## src/rtl/time_code_buffer.sv

```systemverilog
// time_code_buffer
//   Holds the 64-bit time codes from the time-code combination stage in a
//   circular buffer. Each entry is handed to the 32-bit register-read path
//   as two words: seconds first, then nanoseconds. A write is dropped when
//   the buffer is full and no entry leaves in the same cycle. Stored
//   entries are never overwritten.
//
//   Ports:
//     sclk      system clock, rising edge
//     rst_n     asynchronous active-low reset
//     w_en      single-cycle write strobe
//     w_data    time code {seconds[31:0], nanoseconds[31:0]}
//     rd_req    request for one 32-bit word
//     clr       synchronous flush; also clears sticky status
//     rd_data   registered read word
//     rd_valid  one-cycle qualifier for rd_data
//     empty     no complete entry held
//     level     entries held, 0..DEPTH
//     overflow  sticky, set when a write is dropped
//     ovf_cnt   saturating dropped-write count (TIME_CODE_OVF_CNT_EN only)
//
//   Build option: define TIME_CODE_OVF_CNT_EN to add ovf_cnt and its counter.

module time_code_buffer #(
    parameter int DEPTH = 16,
    parameter int AW    = 4
) (
    input  logic          sclk,
    input  logic          rst_n,
    input  logic          w_en,
    input  logic [63:0]   w_data,
    input  logic          rd_req,
    input  logic          clr,
    output logic [31:0]   rd_data,
    output logic          rd_valid,
    output logic          empty,
    output logic [AW:0]   level,
    output logic          overflow
`ifdef TIME_CODE_OVF_CNT_EN
    ,
    output logic [15:0]   ovf_cnt
`endif
);

    typedef enum logic {
        RD_HI = 1'b0,
        RD_LO = 1'b1
    } rd_state_t;

    localparam logic [AW:0] FULL = (AW+1)'(DEPTH);

    rd_state_t     state;
    rd_state_t     state_nxt;
    logic [63:0]   mem [DEPTH];
    logic [AW-1:0] wr_ptr;
    logic [AW-1:0] rd_ptr;
    logic [63:0]   head;
    logic          hi_rd;
    logic          pop;
    logic          wr_ok;
    logic          drop;

    assign head  = mem[rd_ptr];
    assign empty = (level == '0);

    // The entry stays in place while its high word is out; it only leaves
    // the buffer when the low word is read.
    always_comb begin
        state_nxt = state;
        hi_rd     = 1'b0;
        pop       = 1'b0;
        wr_ok     = 1'b0;
        drop      = 1'b0;
        if (clr) begin
            state_nxt = RD_HI;
        end else begin
            case (state)
                RD_HI: begin
                    if (rd_req && (level != '0)) begin
                        hi_rd     = 1'b1;
                        state_nxt = RD_LO;
                    end
                end
                RD_LO: begin
                    if (rd_req) begin
                        pop       = 1'b1;
                        state_nxt = RD_HI;
                    end
                end
                default: state_nxt = RD_HI;
            endcase
            // A pop in the same cycle frees a slot, so a full buffer can
            // still take the write.
            if (w_en) begin
                if ((level != FULL) || pop) begin
                    wr_ok = 1'b1;
                end else begin
                    drop  = 1'b1;
                end
            end
        end
    end

    always_ff @(posedge sclk or negedge rst_n) begin
        if (!rst_n) begin
            state <= RD_HI;
        end else begin
            state <= state_nxt;
        end
    end

    always_ff @(posedge sclk or negedge rst_n) begin
        if (!rst_n) begin
            wr_ptr   <= '0;
            rd_ptr   <= '0;
            level    <= '0;
            overflow <= 1'b0;
            rd_data  <= '0;
            rd_valid <= 1'b0;
        end else if (clr) begin
            wr_ptr   <= '0;
            rd_ptr   <= '0;
            level    <= '0;
            overflow <= 1'b0;
            rd_valid <= 1'b0;
        end else begin
            rd_valid <= hi_rd | pop;
            if (hi_rd) begin
                rd_data <= head[63:32];
            end else if (pop) begin
                rd_data <= head[31:0];
            end
            if (wr_ok) begin
                wr_ptr <= wr_ptr + 1'b1;
            end
            if (pop) begin
                rd_ptr <= rd_ptr + 1'b1;
            end
            if (wr_ok && !pop) begin
                level <= level + 1'b1;
            end else if (pop && !wr_ok) begin
                level <= level - 1'b1;
            end
            if (drop) begin
                overflow <= 1'b1;
            end
        end
    end

`ifdef TIME_CODE_OVF_CNT_EN
    always_ff @(posedge sclk or negedge rst_n) begin
        if (!rst_n) begin
            ovf_cnt <= '0;
        end else if (clr) begin
            ovf_cnt <= '0;
        end else if (drop && (ovf_cnt != '1)) begin
            ovf_cnt <= ovf_cnt + 1'b1;
        end
    end
`endif

    // Storage is not reset; only entries below level are ever read.
    always_ff @(posedge sclk) begin
        if (wr_ok) begin
            mem[wr_ptr] <= w_data;
        end
    end

endmodule

```

## config.mk

```make
export PLATFORM = sky130hd
export DESIGN_NAME = time_code_buffer
export DESIGN_NICKNAME = d
export VERILOG_FILES = /design/src/rtl/time_code_buffer.sv
export SDC_FILE = /design/constraint.sdc
export NUM_CORES = 1
export LEC_CHECK = 0
export BUFFER_PORTS_ARGS = -buffer_cell sky130_fd_sc_hd__buf_2
export CORE_MARGIN = 2
export CORE_UTILIZATION = 26
export DETAILED_ROUTE_END_ITERATION = 8
export REMOVE_ABC_BUFFERS = 1
export SKIP_LAST_GASP = 1
export SYNTH_ARGS = -nofsm -noshare
export SYNTH_HDL_FRONTEND = slang
export SYNTH_SLANG_ARGS = --single-unit
```

## constraint.sdc

```tcl
create_clock -name sclk -period 15.9 [get_ports sclk]
set_clock_uncertainty 0.05 [all_clocks]
set_input_delay 1.59 -clock sclk [delete_from_list [all_inputs] [get_ports sclk]]
set_output_delay 1.59 -clock sclk [all_outputs]
set_load 0.02 [all_outputs]
```

Word level (Yosys, flattened, before mapping):

Memories as Yosys holds them, arrays and structs flattened.
Cells that the tools add are included.
Widths: inputs -> output; s select.

* flip-flop bits (word level): 48
* bits of input ports: 69
* memories: 1
* logic and storage cells: 60
* RAM bits: 1024
* output and inout bits: 40

* add/subtract/negate cells: 4
* muxes and demuxes: 30
* reduce and logical (&&, ||, !) cells: 14
* bitwise logic cells: 3
* equal/unequal tests: 1

Memories
* mem: words 16, bits a word 64, rd ports 1, clocked after Yosys merged registers in 0, write ports 1, RTL line 54 `logic [63:0] mem [DEPTH];`

Operators by type and width (count)
* $mux 32: 2
* $mux 1: 20
* $mux 4: 4
* $mux 5: 3
* $add 4x1->4 const B: 2
* $reduce_bool 2->1: 4
* $add 5x1->5 const B: 1
* $logic_not 5->1: 1
* $ne 5x5->1 const B: 1
* $reduce_bool 5->1: 1
* $sub 5x1->5 const B: 1
* $logic_and 1x1->1: 3
* $reduce_bool 3->1: 1
* $logic_not 1->1: 2
* $not 1->1: 2
* $pmux 1 s2: 1
* $reduce_and 2->1: 1
* $logic_or 1x1->1: 1
* $or 1x1->1: 1

Longest topological paths before layout:

* depth after elaboration: 12
* depth in mapped cells: 10
* gate-level depth less buffers: 9

Worst setup path before layout:

Ideal clock, no wire load.

* kind: input -> register
* start: input clr
* end: memory mem[0][0] (enable)
* path slack: 8.589 ns
* path buffers: 1
* arrival time: 6.696 ns
* stages on the path: 4
* setup time: 0.565 ns
* required time: 15.285 ns
* path through: clkbuf_1 > a311oi_1 > nand2_1 > nor3_1

* longest elaborated chain between the ends: 3

RTL lines
* start: declaration: RTL line 33 `input logic clr,`
* $mux 1: RTL line 74 `if (clr) begin`
* $mux 1: RTL line 164 `if (wr_ok) begin`
* $mux 1 (implied by the code): RTL line 165 `mem[wr_ptr] <= w_data;`
* end: declaration: RTL line 54

No other way between the ends.

Worst setup path in the final report:

* start: register rd_ptr[0]
* end: register rd_data[4]

* longest elaborated chain between the ends: 3

RTL lines
* start: declaration: RTL line 56 `logic [AW-1:0] rd_ptr;`
* start signal: assignment: RTL line 137 `rd_ptr <= rd_ptr + 1'b1;`
* $mem_v2 16x64 *
* $mux 32: RTL line 130 `end else if (pop) begin`
* $mux 32 *: RTL line 128 `if (hi_rd) begin`
* end signal: assignment: RTL line 129 `rd_data <= head[63:32];`
* end signal: assignment: RTL line 131 `rd_data <= head[31:0];`
* end: declaration: RTL line 34 `output logic [31:0] rd_data,`

Every way passes the cells marked *; elsewhere a longest branch is shown, timed or not. The select of a mux whose other input is x is not followed.
A chain may end at the register's enable or synchronous reset.

==> reports/results.txt <==
The remaining max-slew budget at the tightest pin was 0.1644. The portion of synthesized cell area occupied by the leading cell type was 0.7457; the count of unique library cells instantiated by Yosys was 44. After layout, the minimum clock period comes to 4.681 ns. Data on the critical path arrives at its endpoint at 5.19 ns.

STA classifies the critical path startpoint as a register. The depth of the worst hold-timing path was 2. The most used flip-flop cell after synthesis is edfxtp_1. After the first detailed-routing iteration, the DRC count stood at 1695. The run gives 31970 um^2 as the area taken by flip-flops and latches.

The worst reg2reg path startpoint is rd_ptr[0]. The detailed-route DRC error count is 0, and the clock edge transition at the registers on the reported setup and hold paths is 0.06 ns. The overall via count from detail_route is 19350, and the post-synthesis instance total is 1924.

The run gives 0.2610 as the initial standard-cell utilization of the core. After filler insertion, the fill cell instance count of the layout stands at 15080. The clock power share came out at 0.389.

Initial antenna violation count: 24. The detailed-placement wirelength estimate came out at 53230 um. Sorting the synthesized cells by how often they occur yields edfxtp_1 (1024), mux4_2 (256), nand2_1 (196).

The fraction of power spent switching nets was 0.2328. Setup repair after global routing left no endpoint under its margin. The logs give 0 for the final-report hold violation count and 20100 for the number of global-route vias before repair.

Of all nets on the critical path, the largest fanout is 91. In this run the clock root is driven by a clkbuf_16. The die is 402.3 um wide. The slew at the pin with the worst max-slew slack came out at 1.250 ns. The run gives 11.22 ns as the worst-case register-to-register setup slack. TritonCTS built the clock tree. The cell area after synthesis was 41240 um^2. Buffers inserted to repair hold after CTS numbered 0.

The mean post-synth cell area works out to 21.43 um^2. The port buffer count is 108, and the global placement routability congestion is 0.7205. Across all hold checks on the routed design, the worst slack comes to 0.4653 ns.

The average detailed-routed wire length per instance was 22.98 um; the total power divided by cell area was 132.5 nW/um^2. The synthesized design spends more area on one cell type than any other, namely edfxtp_1. In this run, CTS created clock tree buffers numbering 102.

IR analysis of the VDD net gives a maximum drop of 0.08735 mV. For the number of sinks on the clock net, the log shows 1072. The tools report the first-pass GRT wire length as 141200 um. The endpoint identified for the worst register-to-register timing path is rd_data[4]. The run gives 109 as the number of top-level pins.

The number of storage elements in the synthesis netlist came out at 1072. The sum of negative setup slack is 0 ns, and the number of vias per cell is 4.576. The total setup violations reported at the end of the flow is 0. In this run the static leakage power is 14.57 nW. The die is 402.3 um tall.

In this run the worst setup path begins at rd_ptr[0]. Entering global routing, the biggest net connects 112 pins. Post-CTS timing repair inserted 0 buffers for setup. The worst min-delay path category is reg -> reg.

The run gives 0.094 as the combinational share of power. The tools report the count of pins over their slew limit as 0. The run finished with clean final reports. The first-pass iteration count of the detailed router came out at 5. In this run, placement finished with an instance count of 4034. Length in cells of the worst reg-to-reg path: 7.

For the worst setup path, the data required time is 16.41 ns. Max-capacitance violation count: 0. The logs give 0.69 ns for the clock latency at the later pin of the worst-skew pair and 0 for the synthesis warning total.

Yosys mapped a number of flops with a built-in enable equal to 1024. Excluding fillers, the count of instances in the completed layout stands at 4228. Final core area utilization: 0.3020.

The run gives 2145 as the final layout net count. The die covers 161800 um^2. For the site row count, the log shows 146.

Post-route clock period utilization: 0.2944. The critical path in this run is classified as reg -> reg. The share of synthesized area occupied by flip-flops and latches was 0.7748. In this run the power spent charging and discharging nets is 0.001472 W.

For this run the aggregate overflow at the end of global routing stands at 0. The internal power of the cells totals 0.004851 W. The logs give 0 for the post-detailed-route count of antenna-violating nets and 3 for the number of H-tree levels.

Wires add up to 97160 um. The tools report the overall global routing resource usage as 0.1188. In this run the most critical hold path is launched from rd_data[24]. For hold timing, the worst endpoint is rd_data[24].

The type of element capturing the critical path is a register. The tools report the maximum clock path buffer count as 3. Ranked by total cell area, the synthesized netlist is headed by edfxtp_1 (75%), mux4_2 (14%), dfrtp_1 (2.9%).

Most common cell in the synthesized netlist: edfxtp_1. For the maximum clock frequency, the log shows 0.2136 GHz. The area growth from synthesis to layout is 15.72%. Summing all multi-input logic gate instances after layout gives 8865 um^2. The share of layout cells above drive strength 1 is 0.2911, and the sequential fraction of design power is 0.517.

The quantity of gates resized following cts is 0. The async set-or-reset flop fraction in the synthesized netlist works out to 0.04478. The region available for standard cell placement spans 158000 um^2.
kinds of logic after synthesis:
group,Yosys count,share of synthesized area
buffers and inverters,115,0.01314
AO/OA/AOI/OAI,109,0.02242
multiplexers,315,0.1552
flip-flops,1072,0.7748
AND/OR/NAND/NOR,295,0.02958
XOR/XNOR,8,0.001699
adder cells (fa/ha/maj),10,0.003216
sequential cells by signal, summed over array words and instances (netlist names):
| name | cells |
|---|---|
| mem | 1024 |
| rd_data | 32 |
| level | 5 |
| rd_ptr | 4 |
| wr_ptr | 4 |
| overflow | 1 |
| rd_valid | 1 |
| state | 1 |
power by group through the flow:
stage | clock [W] | combinational (W) | sequential [W]
after floorplan | 0 | 0.000376 | 0.00338
after global placement | 0 | 0.000601 | 0.00333
after detailed placement | 0 | 0.000606 | 0.00333
after CTS | 0.00252 | 0.000607 | 0.00327
after global routing | 0.00262 | 0.000645 | 0.00328
final | 0.00246 | 0.000593 | 0.00327
layer usage:
metal / wire, um / vias up / GRT usage / part of all wire
met1: 42310 / 10410 / 0.1619 / 0.44
met4: 1929 / 22 / 0.03331 / 0.020
met2: 46800 / 555 / 0.1931 / 0.48
li1: - / 8224 / - / -
met3: 5970 / 137 / 0.02329 / 0.061
met5: 148 / - / 0 / 0.0015
worst max-delay path by stage:
stage	endpoint	slack, ns	depth (start not counted)
after floorplan	rd_data[10]	5.22	4
after global placement	mem[9][54]	10.92	7
after detailed placement	mem[9][54]	10.92	7
after CTS	rd_data[4]	10.98	7
after global routing	rd_data[2]	10.68	8
final	rd_data[4]	11.22	7
critical path: stages (launching register included):
cell and delay [ns]:
dfrtp_4 1.01, buf_12 0.64, buf_4 0.75, buf_4 0.78, mux4_2 0.61, mux2_2 0.28, a221oi_2 0.22, nand2_1 0.08
layout by cell type, fill, tap and decap left out, types with 10 or more instances in the layout:
cell type,instances
o211ai_1,30
clkbuf_1,24
nor2_1,17
clkinv_1,21
clkinv_2,12
a221oi_2,20
buf_2,107
mux2_2,34
a22oi_1,16
nor3_1,25
mux2i_1,25
a21oi_1,25
clkbuf_16,106
bufinv_16,10
dfrtp_1,44
buf_4,36
mux4_2,256
nor2_4,13
nand3_1,24
nand2_1,196
edfxtp_1,1024
per-stage QoR:
| step | setup WS (ns) | total power (W) | instance area [um^2] |
|---|---|---|---|
| 2_1_floorplan | 5.216 | 0.003756 | 40730 |
| 4_1_cts | 10.98 | 0.006397 | 47710 |
| 5_1_grt | 10.68 | 0.006540 | 47720 |
| 6_report | 11.22 | 0.006323 | 47720 |
| 3_5_place_dp | 10.92 | 0.003939 | 44300 |
| 3_3_place_gp | 10.92 | 0.003935 | 44300 |
layout make-up:
class,instances,area share
sequential,1072,0.6699
multi-input combinational,737,0.1858
clock buffer,139,0.06007
tap,2072,0.05433
timing repair buffer,145,0.01772
clock inverter,53,0.01148
inverter,8,0.0006555
antenna,2,0.0001049
(Power assumes the default switching activity.)
